--- config.mk ---
export PLATFORM = sky130hd
export DESIGN_NAME = apb_controller_flat
export DESIGN_NICKNAME = d
export VERILOG_FILES = /design/src/rtl/apb_controller_if.sv /design/src/rtl/apb_controller.sv /design/src/flat_wrapper.sv
export SDC_FILE = /design/constraint.sdc
export NUM_CORES = 1
export LEC_CHECK = 0
export BUFFER_PORTS_ARGS = -buffer_cell sky130_fd_sc_hd__buf_2
export CAP_MARGIN = 10
export CORE_MARGIN = 2
export CORE_UTILIZATION = 30
export CTS_BUF_LIST = sky130_fd_sc_hd__clkbuf_2
export DETAILED_ROUTE_END_ITERATION = 12
export MAX_ROUTING_LAYER = met4
export REMOVE_ABC_BUFFERS = 1
export SETUP_SLACK_MARGIN = 0.3
export SLEW_MARGIN = 25
export SYNTH_ARGS = -nofsm -noshare
export SYNTH_HDL_FRONTEND = slang
export SYNTH_SLANG_ARGS = --single-unit
--- constraint.sdc ---
create_clock -name Hclk -period 2.2 [get_ports Hclk]
set_input_delay 0.44 -clock Hclk [delete_from_list [all_inputs] [get_ports Hclk]]
set_output_delay 0.44 -clock Hclk [all_outputs]
set_load 0.01 [all_outputs]
--- src/rtl/apb_controller_if.sv ---
// Bus bundle between the AHB slave interface and the APB controller.
// Carries the qualified AHB request, the APB pins and the AHB response.
interface apb_controller_if;
  logic        valid;
  logic        Hwrite;
  logic [31:0] Haddr;
  logic [31:0] Hwdata;
  logic [2:0]  tempselx;
  logic        Pready;
  logic        Pslverr;
  logic [2:0]  Pselx;
  logic        Penable;
  logic        Pwrite;
  logic [31:0] Paddr;
  logic [31:0] Pwdata;
  logic        Hreadyout;
  logic [1:0]  Hresp;

  modport slave (
    input  valid, Hwrite, Haddr, Hwdata, tempselx,
    input  Pready, Pslverr,
    output Pselx, Penable, Pwrite, Paddr, Pwdata,
    output Hreadyout, Hresp
  );

  modport master (
    output valid, Hwrite, Haddr, Hwdata, tempselx,
    output Pready, Pslverr,
    input  Pselx, Penable, Pwrite, Paddr, Pwdata,
    input  Hreadyout, Hresp
  );
endinterface

--- src/rtl/apb_controller.sv ---
// APB sequencer of the AHB-to-APB bridge.
// Runs SETUP/ACCESS, stalls AHB, maps slave errors and timeouts to ERROR.
module apb_controller #(
  parameter int unsigned TIMEOUT = 16,
  parameter int unsigned CNT_W   = 8
) (
  input  logic              Hclk,
  input  logic              Hreset,
  apb_controller_if.slave   bus
);

  typedef enum logic [2:0] {
    IDLE, WWAIT, READ, WRITE,
    RENABLE, WENABLE, ERR1, ERR2
  } state_e;

  localparam logic [CNT_W-1:0] TO_LAST =
    CNT_W'((TIMEOUT == 0) ? 0 : TIMEOUT - 1);

  state_e           state_q, state_d;
  logic [31:0]      addr_q, addr_d;
  logic [2:0]       sel_q, sel_d;
  logic [31:0]      wdata_q, wdata_d;
  logic [CNT_W-1:0] wcnt_q, wcnt_d;

  // Next-state and register-load decode.
  always_comb begin
    state_d = state_q;
    addr_d  = addr_q;
    sel_d   = sel_q;
    wdata_d = wdata_q;
    wcnt_d  = wcnt_q;
    unique case (state_q)
      IDLE, ERR2: begin
        state_d = IDLE;
        if (bus.valid) begin
          addr_d  = bus.Haddr;
          sel_d   = bus.tempselx;
          state_d = bus.Hwrite ? WWAIT : READ;
          wcnt_d  = '0;
        end
      end
      WWAIT: begin
        wdata_d = bus.Hwdata;
        wcnt_d  = '0;
        state_d = WRITE;
      end
      READ:  state_d = RENABLE;
      WRITE: state_d = WENABLE;
      RENABLE, WENABLE: begin
        if (!bus.Pready) begin
          wcnt_d = wcnt_q + CNT_W'(1);
          if (TIMEOUT != 0 && wcnt_q == TO_LAST)
            state_d = ERR1;
        end else if (bus.Pslverr) begin
          state_d = ERR1;
        end else begin
          state_d = IDLE;
          if (bus.valid) begin
            addr_d  = bus.Haddr;
            sel_d   = bus.tempselx;
            state_d = bus.Hwrite ? WWAIT : READ;
            wcnt_d  = '0;
          end
        end
      end
      ERR1:    state_d = ERR2;
      default: state_d = IDLE;
    endcase
  end

  // State and register update with synchronous reset.
  always_ff @(posedge Hclk) begin
    if (Hreset) begin
      state_q <= IDLE;
      addr_q  <= '0;
      sel_q   <= '0;
      wdata_q <= '0;
      wcnt_q  <= '0;
    end else begin
      state_q <= state_d;
      addr_q  <= addr_d;
      sel_q   <= sel_d;
      wdata_q <= wdata_d;
      wcnt_q  <= wcnt_d;
    end
  end

  logic in_apb, in_acc;
  assign in_acc = (state_q == RENABLE) ||
                  (state_q == WENABLE);
  assign in_apb = in_acc || (state_q == READ) ||
                  (state_q == WRITE);

  assign bus.Pselx   = in_apb ? sel_q : 3'b000;
  assign bus.Penable = in_acc;
  assign bus.Pwrite  = (state_q == WRITE) ||
                       (state_q == WENABLE);
  assign bus.Paddr   = addr_q;
  assign bus.Pwdata  = wdata_q;
  assign bus.Hresp   = ((state_q == ERR1) ||
                        (state_q == ERR2)) ? 2'b01 : 2'b00;

  // AHB ready: open in idle/error-end, or on a clean APB completion.
  always_comb begin
    bus.Hreadyout = 1'b0;
    unique case (state_q)
      IDLE, ERR2:       bus.Hreadyout = 1'b1;
      RENABLE, WENABLE: bus.Hreadyout = bus.Pready & ~bus.Pslverr;
      default:          bus.Hreadyout = 1'b0;
    endcase
  end

endmodule

--- src/flat_wrapper.sv ---
// flat-port wrapper written by rule: the top's interface ports become plain ports
module apb_controller_flat 
#(
  parameter int unsigned TIMEOUT = 16,
  parameter int unsigned CNT_W   = 8
)
  (Hclk, Hreset, bus_valid, bus_Hwrite, bus_Haddr, bus_Hwdata, bus_tempselx, bus_Pready, bus_Pslverr, bus_Pselx, bus_Penable, bus_Pwrite, bus_Paddr, bus_Pwdata, bus_Hreadyout, bus_Hresp);
  apb_controller_if bus_i ();
  input  logic Hclk;
  input  logic Hreset;
  input wire logic [$bits(bus_i.valid)-1:0] bus_valid;
  input wire logic [$bits(bus_i.Hwrite)-1:0] bus_Hwrite;
  input wire logic [$bits(bus_i.Haddr)-1:0] bus_Haddr;
  input wire logic [$bits(bus_i.Hwdata)-1:0] bus_Hwdata;
  input wire logic [$bits(bus_i.tempselx)-1:0] bus_tempselx;
  input wire logic [$bits(bus_i.Pready)-1:0] bus_Pready;
  input wire logic [$bits(bus_i.Pslverr)-1:0] bus_Pslverr;
  output wire logic [$bits(bus_i.Pselx)-1:0] bus_Pselx;
  output wire logic [$bits(bus_i.Penable)-1:0] bus_Penable;
  output wire logic [$bits(bus_i.Pwrite)-1:0] bus_Pwrite;
  output wire logic [$bits(bus_i.Paddr)-1:0] bus_Paddr;
  output wire logic [$bits(bus_i.Pwdata)-1:0] bus_Pwdata;
  output wire logic [$bits(bus_i.Hreadyout)-1:0] bus_Hreadyout;
  output wire logic [$bits(bus_i.Hresp)-1:0] bus_Hresp;
  assign bus_i.valid = bus_valid;
  assign bus_i.Hwrite = bus_Hwrite;
  assign bus_i.Haddr = bus_Haddr;
  assign bus_i.Hwdata = bus_Hwdata;
  assign bus_i.tempselx = bus_tempselx;
  assign bus_i.Pready = bus_Pready;
  assign bus_i.Pslverr = bus_Pslverr;
  assign bus_Pselx = bus_i.Pselx;
  assign bus_Penable = bus_i.Penable;
  assign bus_Pwrite = bus_i.Pwrite;
  assign bus_Paddr = bus_i.Paddr;
  assign bus_Pwdata = bus_i.Pwdata;
  assign bus_Hreadyout = bus_i.Hreadyout;
  assign bus_Hresp = bus_i.Hresp;
  apb_controller #(.TIMEOUT(TIMEOUT), .CNT_W(CNT_W)) u_core (.Hclk(Hclk), .Hreset(Hreset), .bus(bus_i));
endmodule
* Yosys cells after proc, flatten, opt, wreduce, memory -nomap -nowiden
Index checks and enable logic that the tools add are counted. W data, S select, Z words.
Cells by class: reductions and logical operators 12, bitwise operators 2, mux-type cells 21, equality and inequality tests 12, add/subtract/negate cells 1
Operators with widths (number):
- $mux W32 | 3
- $pmux W32 S2 | 1
- $mux W3 | 8
- $mux W8 | 3
- $pmux W8 S3 | 1
- $pmux W3 S6 | 1
- $eq A3 B3 Y1 const B | 4
- $add A8 B1 Y8 const B | 1
- $eq A8 B4 Y1 const B | 1
- $eq A3 B2 Y1 const B | 2
- $pmux W3 S2 | 1
- $logic_or A1 B1 Y1 | 5
- $ne A2 B2 Y1 const B | 2
- $reduce_or A2 Y1 | 2
- $eq A3 B1 Y1 const B | 1
- $logic_not A3 Y1 | 1
- $ne A3 B2 Y1 const B | 1
- $ne A3 B3 Y1 const B | 1
- $reduce_and A3 Y1 | 1
- $reduce_bool A3 Y1 | 1
- $mux W2 | 1
- $pmux W1 S2 | 1
- $reduce_and A2 Y1 | 1
- $reduce_bool A2 Y1 | 1
- 3 further kinds | 3
Word-level totals: flip-flop bits (word level) 78, output and inout bits 72, word-level logic and storage cells 53

* Depth between registers and ports, before layout
Gate-level depths: netlist of the first run.
depth after elaboration 5, mapped depth 7, mapped depth without buffers 5

* Worst setup path after synthesis of the first run
OpenSTA, ideal clock, no wires.
path type input to register, from in bus_valid, to reg u_core.wcnt_q[7], arrival time 1.338 ns, stages 5, library setup time 0.120 ns, path buffers 1, path slack 0.742 ns, data required time 2.080 ns, cell sequence clkbuf_1 > o21bai_1 > a21oi_1 > nor3_2 > a211o_1
Between the ends: word-level cells in the longest chain between the ends 4
Ends and longest elaborated chain:
- start, declared | RTL line flat_wrapper.sv:11 | input wire logic [$bits(bus_i.valid)-1:0] bus_valid;
- $mux W8 (*)
- $mux W8 (2 in series)
- $pmux W8 S3 (*)
- end signal, assigned | RTL line apb_controller.sv:85 | wcnt_q <= wcnt_d;
- end, declared | RTL line apb_controller.sv:24 | logic [CNT_W-1:0] wcnt_q, wcnt_d;
Mark *: on every way between the ends. The rest lies on a longest branch, timed or not. The select of a mux whose other input is x is not followed. A chain may end at the register's enable or synchronous reset.

* Worst setup path after layout of the first run
from reg u_core.state_q[1], to out bus_Hreadyout
Between the ends: word-level cells in the longest chain between the ends 3
Ends and longest elaborated chain:
- start, declared | RTL line apb_controller.sv:20 | state_e state_q, state_d;
- start signal, assigned | RTL line apb_controller.sv:81 | state_q <= state_d;
- $eq A3 B3 Y1 / $logic_not A3 Y1 (equally long branches) | RTL line apb_controller.sv:107 | unique case (state_q)
- $reduce_or A2 Y1 | RTL line apb_controller.sv:107
- $pmux W1 S2 (*) | RTL line apb_controller.sv:107
- end, declared | RTL line flat_wrapper.sv:23 | output wire logic [$bits(bus_i.Hreadyout)-1:0] bus_Hreadyout;
Mark *: on every way between the ends. The rest lies on a longest branch, timed or not.

==> metrics.csv, run 1 <==
metric;value;unit
routed vias;3007;
Pwr per Cell Area;853;nW/um^2
synthesized area per cell;7.98;sq um
sequential area share after synthesis;50.8;%
Skew-Pair Late Insertion Delay;0.48;ns
max cap viols;0;
dominant synthesized flop cell;dfxtp_1;
NumNets Final;601;
# clock sinks;78;
vias in the first global route;2916;
input/output buffers;143;
Tmin final;1.89;ns
clk buf depth;2;
Core Rows;36;
core area;9860;sq um
f_max;528;MHz
Worst Setup Start Kind;flop;
chip height;105;um
CTS root buf;clkbuf_2;
WHS Path Cells;3;
Yosys cell types;46;
CP required;1.76;ns
CTS tree;yes;
ANT nets after route;0;
post-route core utilization;41.9;%
Mapped Area;3070;sq um
IO Pins;145;
Worst Path Max Fanout;4;
Die ar.;11100;sq um
GR Util All Layers;14.7;%
Final Power;3.52;mW
Post-synth EDFFs;0;
worst clock skew;0.0224;ns
leakage;1.91;nW
DRT iter0 DRCs;122;
status;finished clean;
CP Capture Type;output pin;
dpl hpwl;5600;um
WP data arrival;1.45;ns
Synth Register Bits;78;
final worst path period share;86.0;%
# placed instances;639;
Post-synth ARST share;0;%
via density per instance;4.52;
n_diodes;0;
initial antenna violation count;0;
Detailed Route WL;8020;um
Hold Fails Final Rpt;0;
drt wl/cell;12.1;um
Die Wd;105;um
GPL Wtd Cong;0.783;
clk slew on worst S/H paths;0.24;ns
fin. max-slew vios;0;
pin count of the biggest net entering global routing;37;
worst min path class;primary input to flop;
Layout Area Growth over Synthesis;34.5;%
layout cells sized above 1;36.3;%
Final Setup Violations;0;
r2r setup slk;0.54;ns
initial cell density of the core;31.2;%
global-route wire length before repair;13200;um
CP Class;flop to output pin;
DRC viols;0;
TNS Setup;0;ns
Post-Layout Cell Count;665;
Reg2Reg Depth;5;
peak supply drop;0.284;mV
Congestion Overflow GR;0;
TritonCTS buffer count;9;
DR pass1 iterations;4;
RSZ-0062 raised after global routing;true;
Synthesis Warnings;0;
CTS H-tree lvls;3;
Mapped Cells;385;
==> repair_timing <==
action                     4_1_cts  5_1_grt
buffers inserted                 8        2
hold buffers                     0        0
pin swaps                        1        0
setup endpoints to repair        7        6
gates resized for setup         13        3
==> worst max-delay path, stage by stage, from the launching register on <==
cell and delay (ns):
dfxtp_4 0.40, nand2b_4 0.17, nor2_4 0.08, and3b_1 0.19, buf_2 0.14
==> cell usage after synthesis, types with 2 or more instances <==
library cell	number	area share (%)
buf_4	7	1.7
a21oi_1	71	12
nor2_1	9	1.1
buf_2	11	1.8
nand2_1	140	17
nand3_1	4	0.65
o21a_1	2	0.49
and3_1	4	0.81
inv_1	3	0.37
o21ai_0	4	0.65
nand2b_1	5	1.0
clkbuf_1	9	1.1
dfxtp_1	78	51
and2_1	4	0.81
a22o_1	3	0.85
==> worst paths after layout <==
kind / start / endpoint
worst min register to register: u_core.bus.Paddr[19] / u_core.bus.Paddr[19]
worst min-delay path: bus_Hwdata[19] / u_core.bus.Pwdata[19]
worst max-delay path: u_core.state_q[1] / bus_Hreadyout
worst max register to register: u_core.state_q[1] / u_core.wcnt_q[7]
==> cells in the final DEF (no fill, tap or decap), types with 2 or more instances in the layout <==
cell type    n
buf_2      143
nand2_1    139
dfxtp_1     75
a21oi_1     70
buf_4       14
clkbuf_2    10
nor2_1       7
nand3_1      4
and3_1       4
o21ai_0      4
nand2b_4     3
inv_1        3
and2_1       3
nand2b_1     3
a22o_1       3
dfxtp_4      3
nor2_4       2
o21a_1       2
bufinv_16    2
inv_6        2
==> metal layers <==
metal  share of wire [%]  global-route usage (%)  wire length, um
met1                  45                    17.8             3630
met2                  47                    23.5             3780
met3                 6.6                    3.77              527
met4                 1.1                    5.52               87
met5                   0                       -                0
==> cell families after synthesis <==
group           count (synthesis)  synth area share [%]
xor+xnor                        2                 0.570
other cells                     1                 0.122
mux                             1                 0.366
simple gates                  177                  24.5
compound gates                 94                  17.9
buf+inv                        31                  5.33
fa+ha+maj                       1                 0.407
flops                          78                  50.8
==> final cells by class <==
cell class	count	area [sq um]
clock inverters	6	93.8
multi-input cells	276	1390
repair buffers	159	852
flip-flops and latches	78	1570
well taps	133	166
fillers	1046	5730
inverters	3	11.3
clock buffers	10	50.0
==> per-stage QoR <==
stage,area (sq um),hold WS [ns],setup WS [ns]
after detailed placement,3860,0.444,0.397
after CTS,4110,0.0703,0.254
after global routing,4130,0.0614,0.183
final,4130,0.151,0.307
after floorplan,2920,0.426,0.273
after global placement,3860,0.438,0.454
==> flip-flops by register name, summed over array words and instances, names as in the netlist <==
name and cells:
u_core.state_q 3, u_core.bus.Pwdata 32, u_core.sel_q 3, u_core.bus.Paddr 32
u_core.wcnt_q 8
==> where the power goes <==
part | leakage, nW | internal (mW) | switching [mW]
Sequential | 0.638 | 1.57 | 0.0786
Combinational | 1.19 | 0.413 | 0.561
Clock | 0.0831 | 0.391 | 0.509
Total | 1.91 | 2.38 | 1.15
No activity file was read; power rests on OpenSTA's default activity.
==> run 2: changes to the inputs <==
--- a/config.mk
+++ b/config.mk
@@ -12,6 +12,7 @@
 export CTS_BUF_LIST = sky130_fd_sc_hd__clkbuf_2
 export DETAILED_ROUTE_END_ITERATION = 12
 export MAX_ROUTING_LAYER = met4
+export PLACE_DENSITY_LB_ADDON = 0.12
 export REMOVE_ABC_BUFFERS = 1
 export SETUP_SLACK_MARGIN = 0.3
 export SLEW_MARGIN = 25
==> constraint.sdc (replaced) <==
create_clock -name Hclk -period 1.63 [get_ports Hclk]
set_input_delay 0.326 -clock Hclk [delete_from_list [all_inputs] [get_ports Hclk]]
set_output_delay 0.326 -clock Hclk [all_outputs]
set_load 0.01 [all_outputs]
==> run 2 against run 1 <==
  * The run now ends with setup timing left
  * Global-route usage rose by 3.0 points
  * Flip-flop and latch count did not move
  * Via count rose by 22%
  * Hold slack got worse by 0.072 ns
  * Sequential power rose by 43%
  * Non-clock buffer count rose by 107
  * Total power rose by 84%
  * Critical path depth did not move
  * Wire length rose by 57%
  * Clock-buffer cell count rose by 1
  * Critical path type unchanged
  * Largest power group is now combinational logic
==> metrics.csv, run 2 (synthesis gave the netlist of run 1 again) <==
metric;value;unit;change
Die Wd;105;um;unchanged
Die ar.;11100;sq um;unchanged
f_max;555;MHz;
Hold Path End;u_core.bus.Pwdata[14];;was u_core.bus.Pwdata[19]
global-route wire length before repair;15500;um;was 13200 um
GR Util All Layers;17.7;%;was 14.7%
CTS tree;yes;;unchanged
DRC viols;0;;unchanged
DP Area;3920;sq um;was 3860 sq um
# placed instances;642;;was 639
commonest non-fill, non-tap cells in the layout;nand2_1, buf_6, buf_2;;was buf_2, nand2_1, dfxtp_1
ANT nets after route;0;;unchanged
GPL Wtd Cong;0.808;;was 0.783
routed vias;3677;;was 3007
vias in the first global route;3332;;was 2916
layout cells sized above 1;64.9;%;was 36.3%
chip height;105;um;unchanged
worst min path class;primary input to flop;;unchanged
core area;9860;sq um;unchanged
Congestion Overflow GR;0;;unchanged
Slew @ Worst Pin;0.625;ns;
DR pass1 iterations;4;;unchanged
TritonCTS buffer count;9;;unchanged
Skew-Pair Late Insertion Delay;0.52;ns;was 0.48 ns
r2r setup slk;-0.10;ns;was 0.54 ns
clk buf depth;2;;unchanged
CP required;1.30;ns;was 1.76 ns
max cap viols;0;;unchanged
CTS H-tree lvls;3;;unchanged
Hold Crit Start;bus_Hwdata[14];;was bus_Hwdata[19]
NumNets Final;708;;was 601
Detailed Route WL;12600;um;was 8020 um
failing checks;setup timing;;
dpl hpwl;5650;um;was 5600 um
IO Pins;145;;unchanged
fin. max-slew vios;0;;unchanged
initial antenna violation count;0;;unchanged
input/output buffers;143;;unchanged
status;finished, violations left;;was finished clean
n_diodes;0;;unchanged
worst clock skew;0.0410;ns;was 0.0224 ns
leakage;2.74;nW;was 1.91 nW
pin count of the biggest net entering global routing;41;;was 37
Post-Layout Cell Count;772;;was 665
post-route design area;6480;sq um;was 4130 sq um
Fillers;734;;was 1046
final worst path period share;111;%;
Final Setup Violations;43;;was 0
Reg2Reg Depth;9;;was 5
FF-to-FF Start;u_core.state_q[1];;unchanged
RSZ-0062 raised after global routing;true;;unchanged
via density per instance;4.76;;was 4.52
# clock sinks;78;;unchanged
Core Rows;36;;unchanged
Final WS setup;-0.173;ns;was 0.307 ns
initial cell density of the core;31.2;%;unchanged
DRT iter0 DRCs;139;;was 122
slew margin rel.;58.3;%;
Worst Path Max Fanout;4;;unchanged
Layout Area Growth over Synthesis;111;%;was 34.5%
WP data arrival;1.48;ns;was 1.45 ns
Hold Fails Final Rpt;0;;unchanged
drt wl/cell;16.3;um;was 12.1 um
CTS root buf;clkbuf_2;;unchanged
peak supply drop;0.649;mV;was 0.284 mV
CP Capture Type;output pin;;unchanged
Pwr per Cell Area;998;nW/um^2;was 853 nW/um^2
WHS Path Cells;3;;unchanged
commonest non-fill, non-tap cell in the layout;nand2_1;;was buf_2
R2R Path End;u_core.bus.Paddr[14];;was u_core.wcnt_q[7]
Worst Setup Start Kind;flop;;unchanged
Tmin final;1.80;ns;
CP Class;flop to output pin;;unchanged
clk slew on worst S/H paths;0.21;ns;was 0.24 ns
==> run 2: area by class of cell <==
type / instances / area (sq um) / area share, %
well taps: 133 / 166 / 2.57
multi-input cells: 276 / 1930 / 29.8
inverters: 3 / 11.3 / 0.174
flip-flops and latches: 78 / 1690 / 26.0
repair buffers: 266 / 2530 / 39.0
clock buffers: 11 / 55.1 / 0.849
clock inverters: 5 / 106 / 1.64
==> run 2: worst max-delay path by stage <==
| stage | cells past startpoint | to | startpoint | slack (ns) |
|---|---|---|---|---|
| final | 4 | bus_Hreadyout | u_core.state_q[1] | -0.17 |
| after global routing | 4 | bus_Hreadyout | u_core.state_q[1] | -0.28 |
| after CTS | 4 | bus_Hreadyout | u_core.state_q[1] | -0.21 |
| after detailed placement | 4 | u_core.wcnt_q[7] | u_core.state_q[2] | 0.06 |
| after global placement | 4 | u_core.wcnt_q[7] | u_core.state_q[2] | 0.1 |
| after floorplan | 4 | u_core.state_q[0] | u_core.state_q[1] | -0.30 |
==> run 2: power breakdown <==
group / internal, mW / switching, mW / total [mW] / leakage (nW)
Clock: 0.679 / 0.697 / 1.38 / 0.0928
Combinational: 1.50 / 1.23 / 2.73 / 1.98
Sequential: 2.16 / 0.207 / 2.36 / 0.671
==> run 2: metrics by stage <==
step | power (mW) | setup slack [ns] | hold slack (ns) | util [%] | setup TNS, ns
after floorplan | 2.91 | -0.297 | 0.391 | - | -16.56
after global placement | 3.51 | 0.0973 | 0.438 | 39.8 | 0
after detailed placement | 3.53 | 0.0643 | 0.442 | 39.8 | 0
after CTS | 5.49 | -0.208 | 0.00370 | 55.2 | -1.22
after global routing | 6.77 | -0.276 | 0.00974 | 65.7 | -4.87
final | 6.47 | -0.173 | 0.0789 | 65.7 | -2.74
==> run 2: repair_timing <==
item                                    4_1_cts  5_1_grt
endpoints found under the setup margin      116      148
hold endpoints to repair                     65        1
gates resized for setup                     162      174
gates cloned                                  0       15
pin swaps                                    11       83
hold buffers                                 65        1
setup buffers                                16       17
==> run 2: routing by layer <==
| metal | GRT usage, % | part of all wire, % | up-vias |
|---|---|---|---|
| met4 | 5.33 | 1.8 | 0 |
| met2 | 29.4 | 53 | 147 |
| met1 | 20.9 | 39 | 1733 |
| met5 | - | 0 | - |
| li1 | - | - | 1775 |
| met3 | 5.01 | 5.4 | 22 |
==> run 2: worst max-delay path: stages, from the launching register on <==
cell and delay [ns]:
dfxtp_2 0.38, nand2b_4 0.17, nor2_4 0.09, and3b_1 0.19, buf_2 0.14
==> run 3: changes to the inputs <==
--- a/config.mk
+++ b/config.mk
@@ -5,6 +5,7 @@
 export SDC_FILE = /design/constraint.sdc
 export NUM_CORES = 1
 export LEC_CHECK = 0
+export ABC_AREA = 1
 export BUFFER_PORTS_ARGS = -buffer_cell sky130_fd_sc_hd__buf_2
 export CAP_MARGIN = 10
 export CORE_MARGIN = 2
==> run 3 against run 2 <==
  * The flow still finishes with violations (setup timing)
  * Global-route usage up 1.1 points
  * Flip-flop and latch count unchanged
  * Clock skew down 0.011 ns
  * Clock-buffer cell count unchanged
  * Synthesized cell count up 27%
  * Total power up 25%
  * Critical endpoint unchanged
==> metrics.csv, run 3 <==
metric;value;unit;change
status;finished, violations left;;unchanged
failing checks;setup timing;;unchanged
Synth top cells by count;nand2_1, nor2_1, dfxtp_1;;was nand2_1, dfxtp_1, a21oi_1
Layout Area Growth over Synthesis;91.4;%;was 111%
slew margin rel.;66.3;%;was 58.3%
max cap viols;0;;unchanged
n_diodes;0;;unchanged
Congestion Overflow GR;0;;unchanged
layout cells sized above 1;56.6;%;was 64.9%
Hold Fails Final Rpt;0;;unchanged
Post-synth ARST share;0;%;unchanged
via density per instance;4.83;;was 4.76
Core Rows;39;;was 36
pin count of the biggest net entering global routing;34;;was 41
Final Power;8.06;mW;was 6.47 mW
r2r setup slk;-0.09;ns;was -0.10 ns
f_max;568;MHz;was 555 MHz
Synth top area share;45.2;%;was 50.8%
chip height;111;um;was 105 um
Worst Setup Start Kind;flop;;unchanged
drt wl/cell;15.4;um;was 16.3 um
CP Class;flop to output pin;;unchanged
CTS H-tree lvls;3;;unchanged
clk buf depth;2;;unchanged
CTS tree;yes;;unchanged
Die Wd;111;um;was 105 um
dominant synthesized flop cell;dfxtp_1;;unchanged
Skew-Pair Late Insertion Delay;0.53;ns;was 0.52 ns
initial cell density of the core;30.5;%;was 31.2%
most frequent cell after synthesis;nand2_1;;unchanged
synthesized area per cell;7.05;sq um;was 7.98 sq um
routed vias;4140;;was 3677
Detailed Route WL;13200;um;was 12600 um
leakage;2.86;nW;was 2.74 nW
DR pass1 iterations;4;;unchanged
TritonCTS buffer count;9;;unchanged
GPL Wtd Cong;0.904;;was 0.808
Final Setup Violations;29;;was 43
Die ar.;12400;sq um;was 11100 sq um
Pwr per Cell Area;1220;nW/um^2;was 998 nW/um^2
ANT nets after route;0;;unchanged
# placed instances;769;;was 642
global-route wire length before repair;18600;um;was 15500 um
initial antenna violation count;0;;unchanged
CTS root buf;clkbuf_2;;unchanged
area of the multi-input gates;2210;sq um;was 1930 sq um
clk slew on worst S/H paths;0.21;ns;about the same
Yosys top cell by area;dfxtp_1;;unchanged
Sequential Area;1650;sq um;was 1690 sq um
dpl hpwl;7100;um;was 5650 um
peak supply drop;0.681;mV;was 0.649 mV
input/output buffers;143;;unchanged
Placement Setup Slack;0.0562;ns;was 0.0643 ns
Final WS setup;-0.130;ns;was -0.173 ns
# clock sinks;78;;unchanged
sequential area share after synthesis;45.2;%;was 50.8%
Post-synth EDFFs;0;;unchanged
Slew @ Worst Pin;0.506;ns;was 0.625 ns
Synthesis Warnings;0;;unchanged
worst clock skew;0.0296;ns;was 0.0410 ns
Worst Path Max Fanout;3;;was 4
final worst path period share;108;%;was 111%
Post-Layout Cell Count;857;;was 772
IO Pins;145;;unchanged
WP data arrival;1.43;ns;was 1.48 ns
commonest non-fill, non-tap cells in the layout;nand2_1, nor2_1, buf_6;;was nand2_1, buf_6, buf_2
Fillers;998;;was 734
TNS Setup;-1.44;ns;was -2.74 ns
GR Util All Layers;18.9;%;was 17.7%
CP Capture Type;output pin;;unchanged
Mapped Area;3450;sq um;was 3070 sq um
Mapped Cells;490;;was 385
DRC viols;0;;unchanged
Synth Register Bits;78;;unchanged
Tmin final;1.76;ns;was 1.80 ns
commonest non-fill, non-tap cell in the layout;nand2_1;;unchanged
worst min path class;primary input to flop;;unchanged
DRT iter0 DRCs;228;;was 139
NumNets Final;783;;was 708
Yosys cell types;24;;was 46
vias in the first global route;3848;;was 3332
RSZ-0062 raised after global routing;true;;unchanged
largest cells by area after synthesis;dfxtp_1, nand2_1, nor2_1, nand3b_1, nand3_1;;was dfxtp_1, nand2_1, a21oi_1, buf_2, buf_4
CP required;1.30;ns;about the same
fin. max-slew vios;0;;unchanged
core area;11300;sq um;was 9860 sq um
==> run 3: cell types whose count changed in the layout (fill, tap and decap cells not counted), moves of 10 or more <==
cell / delta
nand2_2: -25
nand3b_1: +35
dfxtp_4: -13
nand2_4: -32
nand3_4: +17
nand2_1: +29
inv_1: +15
dlygate4sd3_1: -42
nor2_1: +87
nand3_2: +20
a21oi_1: -21
dfxtp_2: +10
==> run 3: cell families after synthesis <==
family	after synthesis	synth area share, %
DFF	78	45.2
AOI/OAI and AO/OA	53	7.79
adders and majority gates	1	0.362
other	1	0.109
and+or+nand+nor	304	39.7
buffers and inverters	53	6.78
==> run 3: metrics by stage <==
stage | cell area, sq um | hold slack [ns] | util (%)
finish | 6610 | 0.0449 | 58.4
global route | 6610 | 0.0131 | 58.4
CTS | 5570 | 0.00148 | 49.2
detailed placement | 4410 | 0.452 | 38.9
global placement | 4410 | 0.447 | 38.9
floorplan | 3300 | 0.395 | -
==> run 3: timing repair <==
item,4_1_cts,5_1_grt
buffers inserted,12,22
hold buffers,15,9
gates resized for setup,161,138
pin swaps,3,21
cloned,7,7
setup endpoints to repair,147,148
endpoints found under the hold margin,15,9
==> run 3: power by group <==
group / switching, mW / leakage (nW) / internal [mW] / total (mW)
clock network: 0.719 / 0.0928 / 0.679 / 1.40
registers: 0.268 / 0.667 / 2.31 / 2.58
logic: 1.94 / 2.10 / 2.14 / 4.08
total: 2.93 / 2.86 / 5.13 / 8.06
==> run 3: critical path, cell delays in order, from the launching register on <==
cell and delay (ns):
dfxtp_4 0.41, buf_6 0.12, nand2_4 0.06, nor2_2 0.04
nor2_2 0.12, inv_1 0.06, buf_6 0.12
==> run 3: layout make-up <==
cell class	instances	share of cell area (%)
clock buffers	11	0.833
clock inverters	5	1.61
inverters	23	1.42
multi-input cells	359	33.4
flip-flops and latches	78	25.0
well taps	143	2.71
repair buffers	238	35.1
==> run 3: final timing paths <==
kind / from / end / cells past startpoint
setup / recovery: u_core.state_q[2] / bus_Hreadyout / 6
hold / removal: bus_Hwdata[18] / u_core.bus.Pwdata[18] / 3
hold reg to reg: u_core.sel_q[2] / u_core.sel_q[2] / 2
setup reg to reg: u_core.state_q[2] / u_core.bus.Paddr[8] / 10
==> run 3: metal layers <==
metal / track usage (%) / wire length, um / up-vias
li1: - / - / 2021
met1: 23.2 / 5700 / 1947
met2: 30.5 / 6510 / 152
met3: 4.92 / 825 / 20
met4: 5.76 / 197 / 0
met5: - / 0 / -
